<file path="src/rtl/freq_gate_ctrl.sv">
// -----------------------------------------------------------------------------
// freq_gate_ctrl
//
// Gate-window controller for the frequency-measurement path. On an accepted
// start it configures and arms the edge detector, waits for the first detected
// edge, opens a GATE_CYCLES-long window aligned to that edge, counts detector
// ticks inside the window (saturating), and publishes the result with a
// one-cycle done pulse.
//
// Optional feature macro: FREQ_GATE_TIMEOUT_EN
//   When defined, the SYNC wait is bounded by TIMEOUT_CYCLES and a measurement
//   with no edge ends with count=0, overflow=0, timeout=1. When undefined, no
//   timer is built and timeout_o is tied low.
//
// Ports:
//   clk_i        system clock, rising edge
//   rst_i        synchronous active-high reset
//   start_i      single-cycle measurement request (sampled only in IDLE)
//   edge_sel_i   1 = rising, 0 = falling; latched when start is accepted
//   tick_i       edge pulse from the edge detector
//   det_type_o   edge type for the detector's type input
//   det_rst_n_o  active-low detector reset, low whenever not measuring
//   busy_o       high from the cycle after start is accepted through DONE
//   done_o       one-cycle result-valid pulse
//   count_o      ticks counted in the last window, held until the next done
//   overflow_o   the last window's count saturated
//   timeout_o    the last measurement ended without any edge
// -----------------------------------------------------------------------------
module freq_gate_ctrl #(
    parameter int GATE_CYCLES    = 50_000_000,
    parameter int CNT_W          = 32,
    parameter int TIMEOUT_CYCLES = 100_000_000
) (
    input  logic             clk_i,
    input  logic             rst_i,
    input  logic             start_i,
    input  logic             edge_sel_i,
    input  logic             tick_i,
    output logic             det_type_o,
    output logic             det_rst_n_o,
    output logic             busy_o,
    output logic             done_o,
    output logic [CNT_W-1:0] count_o,
    output logic             overflow_o,
    output logic             timeout_o
);

    typedef enum logic [2:0] {
        S_IDLE = 3'd0,
        S_ARM  = 3'd1,
        S_SYNC = 3'd2,
        S_GATE = 3'd3,
        S_DONE = 3'd4
    } state_e;

    localparam int               GT_W      = $clog2(GATE_CYCLES);
    localparam logic [GT_W-1:0]  GATE_LAST = GT_W'(GATE_CYCLES - 1);
    localparam logic [CNT_W-1:0] CNT_MAX   = {CNT_W{1'b1}};

    // Elaboration-time configuration guards.
    if (GATE_CYCLES < 2) begin : g_bad_gate
        $error("freq_gate_ctrl: GATE_CYCLES must be at least 2");
    end
    if (TIMEOUT_CYCLES < 1) begin : g_bad_timeout
        $error("freq_gate_ctrl: TIMEOUT_CYCLES must be at least 1");
    end

    // Saturating increment: returns {overflow, count}. Once the counter sits
    // at its maximum, a further tick is lost and flags the overflow.
    function automatic logic [CNT_W:0] sat_inc(input logic [CNT_W-1:0] cnt,
                                               input logic             ovf,
                                               input logic             tick);
        logic [CNT_W:0] res;
        if (!tick) begin
            res = {ovf, cnt};
        end else if (cnt == CNT_MAX) begin
            res = {1'b1, cnt};
        end else begin
            res = {ovf, cnt + {{(CNT_W-1){1'b0}}, 1'b1}};
        end
        return res;
    endfunction

    state_e           state_q, state_d;
    logic             arm_q, arm_d;             // second ARM cycle marker
    logic [GT_W-1:0]  gate_tmr_q, gate_tmr_d;
    logic [CNT_W-1:0] cnt_q, cnt_d;
    logic             ovf_q, ovf_d;
    logic             det_type_q, det_type_d;
    logic             det_rst_n_q, det_rst_n_d;
    logic             busy_q, busy_d;
    logic             done_q, done_d;
    logic [CNT_W-1:0] count_q, count_d;
    logic             overflow_q, overflow_d;
    logic [CNT_W:0]   inc_s;

`ifdef FREQ_GATE_TIMEOUT_EN
    localparam int              TO_W    = $clog2(TIMEOUT_CYCLES + 1);
    localparam logic [TO_W-1:0] TO_LAST = TO_W'(TIMEOUT_CYCLES - 1);
    logic [TO_W-1:0] to_tmr_q, to_tmr_d;
    logic            timeout_q, timeout_d;
`endif

    // Next-state and next-output logic.
    always_comb begin
        state_d    = state_q;
        arm_d      = arm_q;
        gate_tmr_d = gate_tmr_q;
        cnt_d      = cnt_q;
        ovf_d      = ovf_q;
        det_type_d = det_type_q;
        count_d    = count_q;
        overflow_d = overflow_q;
        inc_s      = sat_inc(cnt_q, ovf_q, tick_i);
`ifdef FREQ_GATE_TIMEOUT_EN
        to_tmr_d   = to_tmr_q;
        timeout_d  = timeout_q;
`endif
        case (state_q)
            S_IDLE: begin
                if (start_i) begin
                    state_d    = S_ARM;
                    det_type_d = edge_sel_i;
                    arm_d      = 1'b0;
                end else begin
                    state_d = S_IDLE;
                end
            end
            S_ARM: begin
                // Two cycles with the detector out of reset; ticks ignored.
                if (arm_q) begin
                    state_d = S_SYNC;
`ifdef FREQ_GATE_TIMEOUT_EN
                    to_tmr_d = '0;
`endif
                end else begin
                    arm_d = 1'b1;
                end
            end
            S_SYNC: begin
                // The aligning edge itself is not counted. It also wins over
                // a timeout expiring in the same cycle.
                if (tick_i) begin
                    state_d    = S_GATE;
                    gate_tmr_d = '0;
                    cnt_d      = '0;
                    ovf_d      = 1'b0;
                end
`ifdef FREQ_GATE_TIMEOUT_EN
                else if (to_tmr_q == TO_LAST) begin
                    state_d    = S_DONE;
                    count_d    = '0;
                    overflow_d = 1'b0;
                    timeout_d  = 1'b1;
                end else begin
                    to_tmr_d = to_tmr_q + {{(TO_W-1){1'b0}}, 1'b1};
                end
`else
                else begin
                    state_d = S_SYNC;
                end
`endif
            end
            S_GATE: begin
                cnt_d = inc_s[CNT_W-1:0];
                ovf_d = inc_s[CNT_W];
                if (gate_tmr_q == GATE_LAST) begin
                    // Publish including a tick in the final gate cycle.
                    state_d    = S_DONE;
                    count_d    = inc_s[CNT_W-1:0];
                    overflow_d = inc_s[CNT_W];
`ifdef FREQ_GATE_TIMEOUT_EN
                    timeout_d  = 1'b0;
`endif
                end else begin
                    gate_tmr_d = gate_tmr_q + {{(GT_W-1){1'b0}}, 1'b1};
                end
            end
            S_DONE: begin
                state_d = S_IDLE;
            end
            default: begin
                state_d = S_IDLE;
            end
        endcase

        // Status outputs are registered from the next state so they line up
        // with the state they describe.
        busy_d      = (state_d != S_IDLE);
        det_rst_n_d = (state_d != S_IDLE);
        done_d      = (state_d == S_DONE);
    end

    // State and output registers with synchronous reset.
    always_ff @(posedge clk_i) begin
        if (rst_i) begin
            state_q     <= S_IDLE;
            arm_q       <= 1'b0;
            gate_tmr_q  <= '0;
            cnt_q       <= '0;
            ovf_q       <= 1'b0;
            det_type_q  <= 1'b1;
            det_rst_n_q <= 1'b0;
            busy_q      <= 1'b0;
            done_q      <= 1'b0;
            count_q     <= '0;
            overflow_q  <= 1'b0;
`ifdef FREQ_GATE_TIMEOUT_EN
            to_tmr_q    <= '0;
            timeout_q   <= 1'b0;
`endif
        end else begin
            state_q     <= state_d;
            arm_q       <= arm_d;
            gate_tmr_q  <= gate_tmr_d;
            cnt_q       <= cnt_d;
            ovf_q       <= ovf_d;
            det_type_q  <= det_type_d;
            det_rst_n_q <= det_rst_n_d;
            busy_q      <= busy_d;
            done_q      <= done_d;
            count_q     <= count_d;
            overflow_q  <= overflow_d;
`ifdef FREQ_GATE_TIMEOUT_EN
            to_tmr_q    <= to_tmr_d;
            timeout_q   <= timeout_d;
`endif
        end
    end

    assign det_type_o  = det_type_q;
    assign det_rst_n_o = det_rst_n_q;
    assign busy_o      = busy_q;
    assign done_o      = done_q;
    assign count_o     = count_q;
    assign overflow_o  = overflow_q;
`ifdef FREQ_GATE_TIMEOUT_EN
    assign timeout_o   = timeout_q;
`else
    assign timeout_o   = 1'b0;
`endif

endmodule

</file>
<file path="config.mk">
export PLATFORM = sky130hd
export DESIGN_NAME = freq_gate_ctrl
export DESIGN_NICKNAME = d
export VERILOG_FILES = /design/src/rtl/freq_gate_ctrl.sv
export SDC_FILE = /design/constraint.sdc
export NUM_CORES = 1
export LEC_CHECK = 0
export ABC_AREA = 1
export CORE_MARGIN = 2
export CORE_UTILIZATION = 55
export DETAILED_ROUTE_END_ITERATION = 10
export PLACE_DENSITY = 0.75
export SLEW_MARGIN = 25
export SYNTH_ARGS = -nofsm -noshare
export SYNTH_HDL_FRONTEND = slang
export SYNTH_SLANG_ARGS = --single-unit
export TNS_END_PERCENT = 5
</file>
<file path="constraint.sdc">
create_clock -name clk_i -period 3.65 [get_ports clk_i]
set_clock_uncertainty 0.2 [all_clocks]
set_input_delay 0.365 -clock clk_i [delete_from_list [all_inputs] [get_ports clk_i]]
set_output_delay 0.365 -clock clk_i [all_outputs]
set_load 0.01 [all_outputs]
</file>
==> impl_metrics.prom, run 1 <==
# TYPE chip_impl_metric gauge
chip_impl_metric{name="clock-sinks",unit=""} 99
chip_impl_metric{name="drive_gt1_share",unit="%"} 11.8
chip_impl_metric{name="initial_core_util",unit="%"} 57.0
chip_impl_metric{name="detail_route.drc_violations",unit=""} 0
chip_impl_metric{name="ys_ff_latch",unit=""} 99
chip_impl_metric{name="timing_max_transition_violations_final",unit=""} 0
chip_impl_metric{name="hold_viol_final",unit=""} 0
chip_impl_metric{name="synth.lib_cells_used.distinct",unit=""} 42
chip_impl_metric{name="logic_gate_share_of_total_power",unit="%"} 5.7
chip_impl_metric{name="detailed_place_hpwl",unit="um"} 11300
chip_impl_metric{name="clk_path_buf_depth",unit=""} 2
chip_impl_metric{name="post_cts_resized",unit=""} 0
chip_impl_metric{name="grt_start_max_net_pins",unit=""} 59
chip_impl_metric{name="chipWidth",unit="um"} 108
chip_impl_info{name="final_cell_mix",value="247 x nand2_1, 117 x nor2_1, 99 x dfxtp_1"} 1
chip_impl_metric{name="boundaryPins",unit=""} 43
chip_impl_metric{name="insertion_delay",unit="ns"} 0.39
chip_impl_metric{name="synth.yosys.warnings",unit=""} 0
chip_impl_metric{name="max_freq",unit="MHz"} 368
chip_impl_metric{name="worstPathMaxFanout",unit=""} 32
chip_impl_info{name="synth_area_leaders",value="dfxtp_1 33%, nand2_1 16%, nor2_1 7.5%, nand3_1 6.6%, a21oi_1 4.8%"} 1
chip_impl_metric{name="cts-hold-fix-buffers",unit=""} 0
chip_impl_metric{name="core_area",unit="sq um"} 10400
chip_impl_metric{name="dieHeight",unit="um"} 108
chip_impl_metric{name="area_enclosed_by_the_die_boundary",unit="sq um"} 11600
chip_impl_info{name="crit_start",value="state_q[1]"} 1
chip_impl_metric{name="p_sw_share",unit="%"} 25.3
chip_impl_info{name="cpMaxStageDelayCell",value="nand2_1"} 1
chip_impl_info{name="mostFrequentLayoutCell",value="nand2_1"} 1
chip_impl_metric{name="netSwitchingPower",unit="W"} 0.000493
chip_impl_metric{name="worst_setup_hold_path_clk_slew",unit="ns"} 0.10
chip_impl_metric{name="drt-initial-drc-count",unit=""} 354
chip_impl_info{name="rsz_0062_raised_after_global_routing",value="no"} 1
chip_impl_metric{name="postLayoutCellArea",unit="sq um"} 6540
chip_impl_metric{name="grt_pass1_wl",unit="um"} 25700
chip_impl_metric{name="detail_route.wirelength",unit="um"} 15600
chip_impl_metric{name="postSynthNetCount",unit=""} 912
chip_impl_metric{name="core_util_final",unit="%"} 62.8
chip_impl_metric{name="overall_overflow_remaining_after_global_route",unit=""} 0
chip_impl_metric{name="grt_pass1_vias",unit=""} 5446
chip_impl_info{name="hold_start",value="ovf_q"} 1
chip_impl_metric{name="setup-tns-final",unit="ns"} 0
chip_impl_metric{name="leakagePower",unit="nW"} 2.40
chip_impl_metric{name="placedInstanceArea",unit="sq um"} 6340
chip_impl_metric{name="num-nets-final",unit=""} 935
chip_impl_metric{name="antenna-diode-count",unit=""} 0
chip_impl_metric{name="via_count",unit=""} 5901
chip_impl_info{name="crit_type",value="register to register"} 1
chip_impl_metric{name="area_growth_from_synthesis_to_final_layout",unit="%"} 10.2
chip_impl_metric{name="max_slew_margin",unit="%"} 33.6
chip_impl_metric{name="crit_arrival",unit="ns"} 2.81
chip_impl_metric{name="power-per-cell-area",unit="nW/um^2"} 298
chip_impl_metric{name="power.share.sequential",unit="%"} 56.0
chip_impl_metric{name="critPathMaxStageDelay",unit="ns"} 0.47
chip_impl_metric{name="synth_largest_type_area_fraction",unit="%"} 33.4
chip_impl_metric{name="number_of_h_tree_levels",unit=""} 3
chip_impl_metric{name="period_share",unit="%"} 74.4
chip_impl_info{name="post-synth-top-area-cell",value="dfxtp_1"} 1
chip_impl_metric{name="drtAntennaViolNets",unit=""} 0
chip_impl_info{name="status",value="finished clean"} 1
chip_impl_metric{name="internal-power",unit="W"} 0.00146
chip_impl_metric{name="gp_routability_congestion",unit=""} 0.985
chip_impl_metric{name="route.detailed.vias_per_inst",unit=""} 5.52
chip_impl_metric{name="io_port_bufs",unit=""} 41
chip_impl_info{name="timing.rr.start",value="state_q[1]"} 1
chip_impl_metric{name="post-route-min-period",unit="ns"} 2.72
chip_impl_metric{name="setup_viol",unit=""} 0
chip_impl_info{name="setup.worst_path.end_class",value="register"} 1
chip_impl_metric{name="syn-cell-area",unit="sq um"} 5940
chip_impl_metric{name="post_synth_inst_count",unit=""} 905
chip_impl_metric{name="wire_per_inst",unit="um"} 14.6
chip_impl_metric{name="drt_first_pass_iters",unit=""} 5
chip_impl_metric{name="worst_slew_pin_slew",unit="ns"} 0.990
chip_impl_metric{name="synth_seq_area_share",unit="%"} 33.4
chip_impl_info{name="timing.critical_path.cells",value="nand2_1 -> nor2_4 -> buf_4 -> nor2_2 -> buf_4 -> inv_1 -> nand2_1 -> o21ai_0 -> nor2_1"} 1
chip_impl_metric{name="cts_inserted_buffers",unit=""} 9
chip_impl_metric{name="clkPwrFrac",unit="%"} 38.3
chip_impl_metric{name="row_count",unit=""} 37
chip_impl_metric{name="vdd.ir_drop.worst",unit="mV"} 0.333
chip_impl_info{name="tritoncts",value="yes"} 1
chip_impl_info{name="cts_root_buffer",value="clkbuf_8"} 1
chip_impl_metric{name="post-cts-setup-buffers",unit=""} 0
chip_impl_metric{name="fill_cells",unit=""} 991
chip_impl_info{name="holdCritPathClass",value="register to register"} 1
chip_impl_metric{name="crit_required",unit="ns"} 3.74
chip_impl_metric{name="grt_antenna_before_repair",unit=""} 0
chip_impl_metric{name="maxCapViolCount",unit=""} 0
chip_impl_metric{name="synth_area_per_cell",unit="sq um"} 6.56
chip_impl_metric{name="gr-usage-all-layers",unit="%"} 27.9
chip_impl_info{name="worst_setup_path_start_kind",value="register"} 1
==> critical path: cells and delay by family, from the launching register on <==
family | cells | cell delay (ns)
buffers and inverters | 3 | 0.62
AND/OR/NAND/NOR | 5 | 1.02
flip-flops | 1 | 0.39
AO/OA/AOI/OAI | 1 | 0.36
==> worst paths after layout <==
| path | cells past startpoint | end | slack [ns] |
|---|---|---|---|
| setup / recovery | 9 | gate_tmr_q[2] | 0.93 |
| hold / removal | 2 | ovf_q | 0.28 |
| setup reg to reg | 9 | gate_tmr_q[2] | 0.93 |
| hold reg to reg | 2 | ovf_q | 0.28 |
==> power groups by stage <==
stage          Sequential (W)  Clock [W]  Combinational [W]
6_report              0.00109   0.000747           0.000111
4_1_cts               0.00109   0.000761           0.000110
3_3_place_gp          0.00112          0           0.000108
2_1_floorplan         0.00112          0          0.0000787
5_1_grt               0.00109   0.000791           0.000120
3_5_place_dp          0.00112          0           0.000109
==> per-stage QoR <==
stage / setup slack [ns] / std cells / power, W / hold WS, ns
2_1_floorplan: 1.71 / 905 / 0.00120 / 0.229
3_3_place_gp: 1.02 / 1053 / 0.00122 / 0.242
6_report: 0.933 / 1069 / 0.00195 / 0.276
5_1_grt: 0.753 / 1069 / 0.00200 / 0.342
3_5_place_dp: 0.964 / 1053 / 0.00123 / 0.249
4_1_cts: 0.947 / 1069 / 0.00196 / 0.275
==> cells by family (layout without fill, tap and decap cells) <==
logic type | count (synthesis) | count (layout) | share of synthesized area [%]
fa+ha+maj | 2 | 2 | 0.421
simple gates | 527 | 527 | 40.7
other cells | 1 | 1 | 0.0632
compound gates | 134 | 134 | 13.1
xor+xnor | 21 | 21 | 3.10
buf+inv | 121 | 149 | 9.31
flops | 99 | 99 | 33.4
==> flip-flops by register name, indices dropped and copies added, names as in the netlist <==
signal	cells
busy_o	1
done_o	1
arm_q	1
gate_tmr_q	26
ovf_q	1
cnt_q	32
overflow_o	1
count_o	32
state_q	3
det_type_o	1
==> synthesized netlist by cell type (all sizes together) <==
master,instances
nand2,273
nor2,127
dfxtp,99
nand3,94
inv,81
a21oi,69
o21ai,45
buf,26
xor2,19
o21a,15
nand4,13
clkbuf,12
nor3,12
or2,4
a31oi,2
clkinv,2
ha,2
o211ai,2
xnor2,2
and2,1
and3,1
conb,1
nor3b,1
nor4,1
o32ai,1
==> routing by layer <==
layer,track usage [%],vias up,wire (um)
met5,0,-,0
met1,32.6,2762,6420
met2,49.5,159,7990
li1,-,2945,-
met4,13.7,0,529
met3,4.24,35,666
==> area by class of cell <==
class | count | area [sq um] | share of cell area (%)
tap | 136 | 170 | 2.60
multi-input combinational | 685 | 3410 | 52.1
clock inverter | 5 | 61.3 | 0.937
timing repair buffer | 50 | 468 | 7.15
clock buffer | 11 | 141 | 2.16
sequential | 99 | 1980 | 30.3
inverter | 83 | 312 | 4.76
Power figures use the tool's default switching activity.
==> inputs of run 2 (changes only) <==
--- a/config.mk
+++ b/config.mk
@@ -7,9 +7,9 @@
 export LEC_CHECK = 0
 export ABC_AREA = 1
 export CORE_MARGIN = 2
-export CORE_UTILIZATION = 55
+export CORE_UTILIZATION = 54
 export DETAILED_ROUTE_END_ITERATION = 10
-export PLACE_DENSITY = 0.75
+export PLACE_DENSITY = 0.77
 export SLEW_MARGIN = 25
 export SYNTH_ARGS = -nofsm -noshare
 export SYNTH_HDL_FRONTEND = slang
==> constraint.sdc (replaced) <==
create_clock -name clk_i -period 2.42 [get_ports clk_i]
set_clock_uncertainty 0.2 [all_clocks]
set_input_delay 0.242 -clock clk_i [delete_from_list [all_inputs] [get_ports clk_i]]
set_output_delay 0.242 -clock clk_i [all_outputs]
set_load 0.01 [all_outputs]
==> impl_metrics.prom, run 2 (same netlist as run 1, synthesis figures left out) <==
# TYPE chip_impl_metric gauge
chip_impl_metric{name="grt_pass1_wl",unit="um"} 24200
chip_impl_metric{name="io_port_bufs",unit=""} 41
chip_impl_metric{name="detail_route.wirelength",unit="um"} 14300
chip_impl_metric{name="cts-hold-fix-buffers",unit=""} 0
chip_impl_metric{name="setup-tns-final",unit="ns"} 0
chip_impl_info{name="final_cell_mix",value="247 x nand2_1, 117 x nor2_1, 99 x dfxtp_1"} 1
chip_impl_info{name="crit_type",value="register to register"} 1
chip_impl_metric{name="leakagePower",unit="nW"} 2.47
chip_impl_metric{name="power.share.sequential",unit="%"} 54.1
chip_impl_metric{name="crit_arrival",unit="ns"} 2.24
chip_impl_metric{name="placedInstanceArea",unit="sq um"} 6420
chip_impl_metric{name="grt_start_max_net_pins",unit=""} 48
chip_impl_metric{name="cts_inserted_buffers",unit=""} 9
chip_impl_metric{name="post-cts-setup-buffers",unit=""} 0
chip_impl_metric{name="drive_gt1_share",unit="%"} 12.7
chip_impl_metric{name="boundaryPins",unit=""} 43
chip_impl_metric{name="grt_antenna_before_repair",unit=""} 0
chip_impl_metric{name="internal-power",unit="W"} 0.00231
chip_impl_metric{name="final.hold.worst_slack",unit="ns"} 0.0355
chip_impl_info{name="tritoncts",value="yes"} 1
chip_impl_metric{name="via_count",unit=""} 5689
chip_impl_metric{name="setup_viol",unit=""} 0
chip_impl_metric{name="clock-sinks",unit=""} 99
chip_impl_info{name="worst_setup_path_start_kind",value="register"} 1
chip_impl_metric{name="netSwitchingPower",unit="W"} 0.000736
chip_impl_metric{name="worst_setup_hold_path_clk_slew",unit="ns"} 0.11
chip_impl_metric{name="dieHeight",unit="um"} 109
chip_impl_metric{name="clk_path_buf_depth",unit=""} 2
chip_impl_metric{name="timing_max_transition_violations_final",unit=""} 0
chip_impl_metric{name="overall_overflow_remaining_after_global_route",unit=""} 0
chip_impl_metric{name="post_cts_resized",unit=""} 0
chip_impl_metric{name="postLayoutCellArea",unit="sq um"} 6650
chip_impl_metric{name="antenna-diode-count",unit=""} 0
chip_impl_info{name="holdCritPathClass",value="input pin to register"} 1
chip_impl_metric{name="drt-initial-drc-count",unit=""} 310
chip_impl_metric{name="gp_routability_congestion",unit=""} 0.946
chip_impl_metric{name="post-route-min-period",unit="ns"} 2.15
chip_impl_metric{name="placed_cells_incl_taps",unit=""} 1067
chip_impl_metric{name="initial_core_util",unit="%"} 55.0
chip_impl_metric{name="num-nets-final",unit=""} 945
chip_impl_info{name="setup.worst_path.end_class",value="register"} 1
chip_impl_metric{name="area_enclosed_by_the_die_boundary",unit="sq um"} 11800
chip_impl_metric{name="fill_cells",unit=""} 1010
chip_impl_metric{name="p_sw_share",unit="%"} 24.2
chip_impl_metric{name="row_count",unit=""} 38
chip_impl_info{name="cts_root_buffer",value="clkbuf_8"} 1
chip_impl_metric{name="hold_viol_final",unit=""} 0
chip_impl_metric{name="chipWidth",unit="um"} 109
chip_impl_metric{name="number_of_h_tree_levels",unit=""} 3
chip_impl_metric{name="logic_gate_share_of_total_power",unit="%"} 5.4
chip_impl_metric{name="period_share",unit="%"} 88.9
chip_impl_metric{name="power-per-cell-area",unit="nW/um^2"} 458
chip_impl_metric{name="multiInputGateArea",unit="sq um"} 3410
chip_impl_metric{name="route.detailed.vias_per_inst",unit=""} 5.25
chip_impl_metric{name="drt_first_pass_iters",unit=""} 5
chip_impl_info{name="rsz_0062_raised_after_global_routing",value="no"} 1
chip_impl_info{name="status",value="finished clean"} 1
chip_impl_metric{name="grt_pass1_vias",unit=""} 5312
chip_impl_metric{name="crit_required",unit="ns"} 2.51
chip_impl_metric{name="regArea",unit="sq um"} 1980
chip_impl_metric{name="worstPathMaxFanout",unit=""} 31
chip_impl_metric{name="core_area",unit="sq um"} 10800
chip_impl_metric{name="gr-usage-all-layers",unit="%"} 25.7
chip_impl_metric{name="maxCapViolCount",unit=""} 0
chip_impl_metric{name="report.power.total",unit="W"} 0.00305
chip_impl_metric{name="vdd.ir_drop.worst",unit="mV"} 0.391
chip_impl_metric{name="max_freq",unit="MHz"} 465
chip_impl_metric{name="max_slew_margin",unit="%"} 64.3
chip_impl_metric{name="worst_slew_pin_slew",unit="ns"} 0.536
chip_impl_metric{name="detailed_place_hpwl",unit="um"} 10400
chip_impl_info{name="mostFrequentLayoutCell",value="nand2_1"} 1
chip_impl_metric{name="wire_per_inst",unit="um"} 13.2
chip_impl_metric{name="insertion_delay",unit="ns"} 0.40
chip_impl_metric{name="drtAntennaViolNets",unit=""} 0
chip_impl_metric{name="area_growth_from_synthesis_to_final_layout",unit="%"} 12.1
chip_impl_metric{name="fin_cells",unit=""} 1083
chip_impl_metric{name="detail_route.drc_violations",unit=""} 0
chip_impl_metric{name="clkPwrFrac",unit="%"} 40.6
-- run 2: changes by cell type in the layout (fill, tap and decap cells not counted), sizes merged --
| cell | before | now |
|---|---|---|
| buf | 11 | 21 |
| clkinv | 1 | 3 |
| clkinvlp | 3 | 1 |
| bufinv | 1 | 2 |
| clkbuf | 11 | 10 |
-- run 2: through the flow --
stage	utilization [%]	setup WS, ns
2_1_floorplan	-	0.477
3_3_place_gp	59.5	0.311
3_5_place_dp	59.5	0.274
4_1_cts	61.6	0.251
5_1_grt	61.6	0.0518
6_report	61.6	0.267
-- run 2: critical path, stage by stage, from the launching register on --
cell,delay [ns]
dfxtp_1,0.42
ha_1,0.24
nand2_1,0.12
nor2_4,0.21
nand4_4,0.18
nor2_4,0.15
buf_4,0.30
nand2_1,0.09
o211ai_1,0.08
inv_1,0.06
-- run 2: worst paths after layout --
kind,from,end,slack (ns),depth (start not counted)
max,gate_tmr_q[0],count_o[0],0.27,9
min,rst_i,busy_o,0.04,4
max reg2reg,gate_tmr_q[0],count_o[0],0.27,9
min reg2reg,ovf_q,ovf_q,0.31,2
-- run 2: per-layer routing --
metal,track usage (%),part of all wire (%),up-vias
li1,-,-,2969
met1,29.6,43,2550
met2,46.5,50,137
met3,5.68,4.3,33
met4,9.62,2.6,0
met5,0,0,-
-- run 2: cell type report --
class,instances,share of cell area (%)
Clock buffer,10,2.07
Clock inverter,6,1.41
Timing Repair Buffer,60,8.16
Multi-Input combinational cell,685,51.3
Tap cell,140,2.63
Inverter,83,4.68
Sequential cell,99,29.8
-- run 2: power by group through the flow --
stage | Clock (W) | Sequential, W | Combinational (W)
floorplan | 0 | 0.00169 | 0.000119
global placement | 0 | 0.00168 | 0.000163
detailed placement | 0 | 0.00168 | 0.000164
CTS | 0.00127 | 0.00165 | 0.000164
global route | 0.00133 | 0.00165 | 0.000181
finish | 0.00124 | 0.00165 | 0.000164
==> inputs of run 3 (changes only) <==
--- a/config.mk
+++ b/config.mk
@@ -6,9 +6,9 @@
 export NUM_CORES = 1
 export LEC_CHECK = 0
 export ABC_AREA = 1
-export CORE_MARGIN = 2
 export CORE_UTILIZATION = 54
 export DETAILED_ROUTE_END_ITERATION = 10
+export HOLD_SLACK_MARGIN = 0.06
 export PLACE_DENSITY = 0.77
 export SLEW_MARGIN = 25
 export SYNTH_ARGS = -nofsm -noshare
==> impl_metrics.prom, run 3 (same netlist as run 1, synthesis figures left out) <==
# TYPE chip_impl_metric gauge
chip_impl_info{name="status",value="finished clean"} 1
chip_impl_metric{name="overall_overflow_remaining_after_global_route",unit=""} 0
chip_impl_metric{name="number_of_h_tree_levels",unit=""} 3
chip_impl_metric{name="setup-tns-final",unit="ns"} 0
chip_impl_metric{name="hold_viol_final",unit=""} 0
chip_impl_metric{name="initial_core_util",unit="%"} 56.5
chip_impl_metric{name="insertion_delay",unit="ns"} 0.38
chip_impl_metric{name="power-per-cell-area",unit="nW/um^2"} 448
chip_impl_metric{name="drtAntennaViolNets",unit=""} 0
chip_impl_metric{name="gr-usage-all-layers",unit="%"} 27.3
chip_impl_metric{name="drt_first_pass_iters",unit=""} 6
chip_impl_metric{name="dieHeight",unit="um"} 107
chip_impl_metric{name="io_port_bufs",unit=""} 41
chip_impl_metric{name="grt_pass1_vias",unit=""} 5381
chip_impl_info{name="crit_type",value="register to register"} 1
chip_impl_metric{name="crit_required",unit="ns"} 2.55
chip_impl_info{name="worst_setup_path_start_kind",value="register"} 1
chip_impl_metric{name="worst_slew_pin_slew",unit="ns"} 0.717
chip_impl_info{name="reg2reg_to",value="count_o[27]"} 1
chip_impl_metric{name="chipWidth",unit="um"} 107
chip_impl_metric{name="setup_viol",unit=""} 0
chip_impl_metric{name="cts_inserted_buffers",unit=""} 9
chip_impl_metric{name="fill_cells",unit=""} 948
chip_impl_info{name="timing.rr.start",value="gate_tmr_q[1]"} 1
chip_impl_metric{name="core_area",unit="sq um"} 10500
chip_impl_metric{name="drive_gt1_share",unit="%"} 13.0
chip_impl_metric{name="clk_path_buf_depth",unit=""} 2
chip_impl_info{name="holdCritPathClass",value="input pin to register"} 1
chip_impl_metric{name="drt-initial-drc-count",unit=""} 297
chip_impl_metric{name="r2r_depth",unit=""} 9
chip_impl_metric{name="worst_setup_hold_path_clk_slew",unit="ns"} 0.10
chip_impl_metric{name="vdd.ir_drop.worst",unit="mV"} 0.354
chip_impl_metric{name="cts-hold-fix-buffers",unit=""} 0
chip_impl_metric{name="grt_pass1_wl",unit="um"} 24900
chip_impl_metric{name="post_cts_resized",unit=""} 0
chip_impl_info{name="hold_start",value="edge_sel_i"} 1
chip_impl_metric{name="area_growth_from_synthesis_to_final_layout",unit="%"} 12.7
chip_impl_info{name="final_cell_mix",value="247 x nand2_1, 117 x nor2_1, 99 x dfxtp_1"} 1
chip_impl_info{name="cpMaxStageDelayCell",value="dfxtp_1"} 1
chip_impl_metric{name="max_freq",unit="MHz"} 457
chip_impl_metric{name="boundaryPins",unit=""} 43
chip_impl_metric{name="post-cts-setup-buffers",unit=""} 0
chip_impl_metric{name="max_slew_margin",unit="%"} 52.2
chip_impl_metric{name="worstPathMaxFanout",unit=""} 20
chip_impl_info{name="mostFrequentLayoutCell",value="nand2_1"} 1
chip_impl_metric{name="leakagePower",unit="nW"} 2.49
chip_impl_metric{name="grt_start_max_net_pins",unit=""} 59
chip_impl_metric{name="row_count",unit=""} 37
chip_impl_info{name="worst_hold_path.endpoint",value="det_type_o"} 1
chip_impl_info{name="timing.critical_path.cells",value="ha_1 -> nand2_1 -> nor2_4 -> nand4_4 -> nor2_4 -> buf_4 -> o21a_1 -> o21ai_1 -> inv_1"} 1
chip_impl_metric{name="grt_antenna_before_repair",unit=""} 0
chip_impl_metric{name="antenna-diode-count",unit=""} 0
chip_impl_metric{name="detail_route.wirelength",unit="um"} 14600
chip_impl_metric{name="min_path_cells",unit=""} 3
chip_impl_info{name="setup.worst_path.end_class",value="register"} 1
chip_impl_metric{name="period_share",unit="%"} 90.4
chip_impl_metric{name="num-nets-final",unit=""} 949
chip_impl_metric{name="final.hold.worst_slack",unit="ns"} 0.236
chip_impl_metric{name="ff2ff_setup_slack",unit="ns"} 0.23
chip_impl_metric{name="area_enclosed_by_the_die_boundary",unit="sq um"} 11400
chip_impl_info{name="rsz_0062_raised_after_global_routing",value="no"} 1
chip_impl_metric{name="crit_arrival",unit="ns"} 2.31
chip_impl_metric{name="clock-sinks",unit=""} 99
chip_impl_metric{name="via_count",unit=""} 5752
chip_impl_metric{name="post-route-min-period",unit="ns"} 2.19
chip_impl_metric{name="route.detailed.vias_per_inst",unit=""} 5.31
chip_impl_metric{name="detailed_place_hpwl",unit="um"} 10700
chip_impl_metric{name="gp_routability_congestion",unit=""} 0.987
chip_impl_metric{name="timing_max_transition_violations_final",unit=""} 0
chip_impl_metric{name="critPathMaxStageDelay",unit="ns"} 0.39
chip_impl_info{name="tritoncts",value="yes"} 1
chip_impl_metric{name="maxCapViolCount",unit=""} 0
chip_impl_metric{name="wire_per_inst",unit="um"} 13.5
chip_impl_info{name="cts_root_buffer",value="clkbuf_8"} 1
chip_impl_info{name="cp_common_cell",value="nor2_4"} 1
chip_impl_metric{name="detail_route.drc_violations",unit=""} 0
## run 3: cell count changes in the layout (fill, tap and decap cells not counted), sizes merged
cell / change
clkinv: +2
buf: +4
inv: -2
## run 3: worst max path at each step
stage / from / endpoint / slack [ns] / cells past startpoint
after CTS: gate_tmr_q[1] / count_o[27] / 0.24 / 9
final: gate_tmr_q[1] / count_o[27] / 0.23 / 9
after global placement: gate_tmr_q[1] / count_o[18] / 0.28 / 9
after detailed placement: gate_tmr_q[1] / count_o[27] / 0.26 / 9
after global routing: cnt_q[0] / cnt_q[3] / 0.04 / 11
after floorplan: cnt_q[0] / cnt_q[31] / 0.48 / 12
## run 3: power by group
| group | switching, W | leakage [nW] | internal, W |
|---|---|---|---|
| sequential | 0.00000779 | 0.798 | 0.00164 |
| combinational | 0.000113 | 1.59 | 0.0000539 |
| clock | 0.000597 | 0.106 | 0.000584 |
| total | 0.000717 | 2.49 | 0.00228 |
## run 3: worst max-delay path, delay by kind of cell (launching register included)
kind	cells	cell delay [ns]
AND/OR/NAND/NOR	4	0.69
buffers and inverters	2	0.34
adder cells (fa/ha/maj)	1	0.23
flip-flops	1	0.39
AO/OA/AOI/OAI	2	0.27
## run 3: routing by layer
metal / track usage [%] / up-vias / share of wire, %
met5: 0 / - / 0
met4: 9.98 / 0 / 2.4
li1: - / 2977 / -
met1: 31.8 / 2629 / 43
met2: 49.9 / 114 / 50
met3: 4.80 / 32 / 4.2
## run 3: per-stage QoR
stage / worst slack [ns] / area, sq um / std cells / util (%) / total power (W)
floorplan: 0.477 / 5940 / 905 / - / 0.00180
global placement: 0.282 / 6470 / 1067 / 61.6 / 0.00185
detailed placement: 0.255 / 6470 / 1067 / 61.6 / 0.00185
CTS: 0.236 / 6690 / 1083 / 63.7 / 0.00302
global route: 0.0444 / 6690 / 1083 / 63.7 / 0.00310
finish: 0.232 / 6690 / 1083 / 63.7 / 0.00299
## run 3: area by class of cell
cell class                 count  area [sq um]  area share, %
multi-input combinational    685          3410           51.0
sequential                    99          1980           29.6
timing repair buffer          64           598           8.94
inverter                      83           312           4.66
tap                          136           170           2.54
clock buffer                  10           128           1.91
clock inverter                 6          90.1           1.35
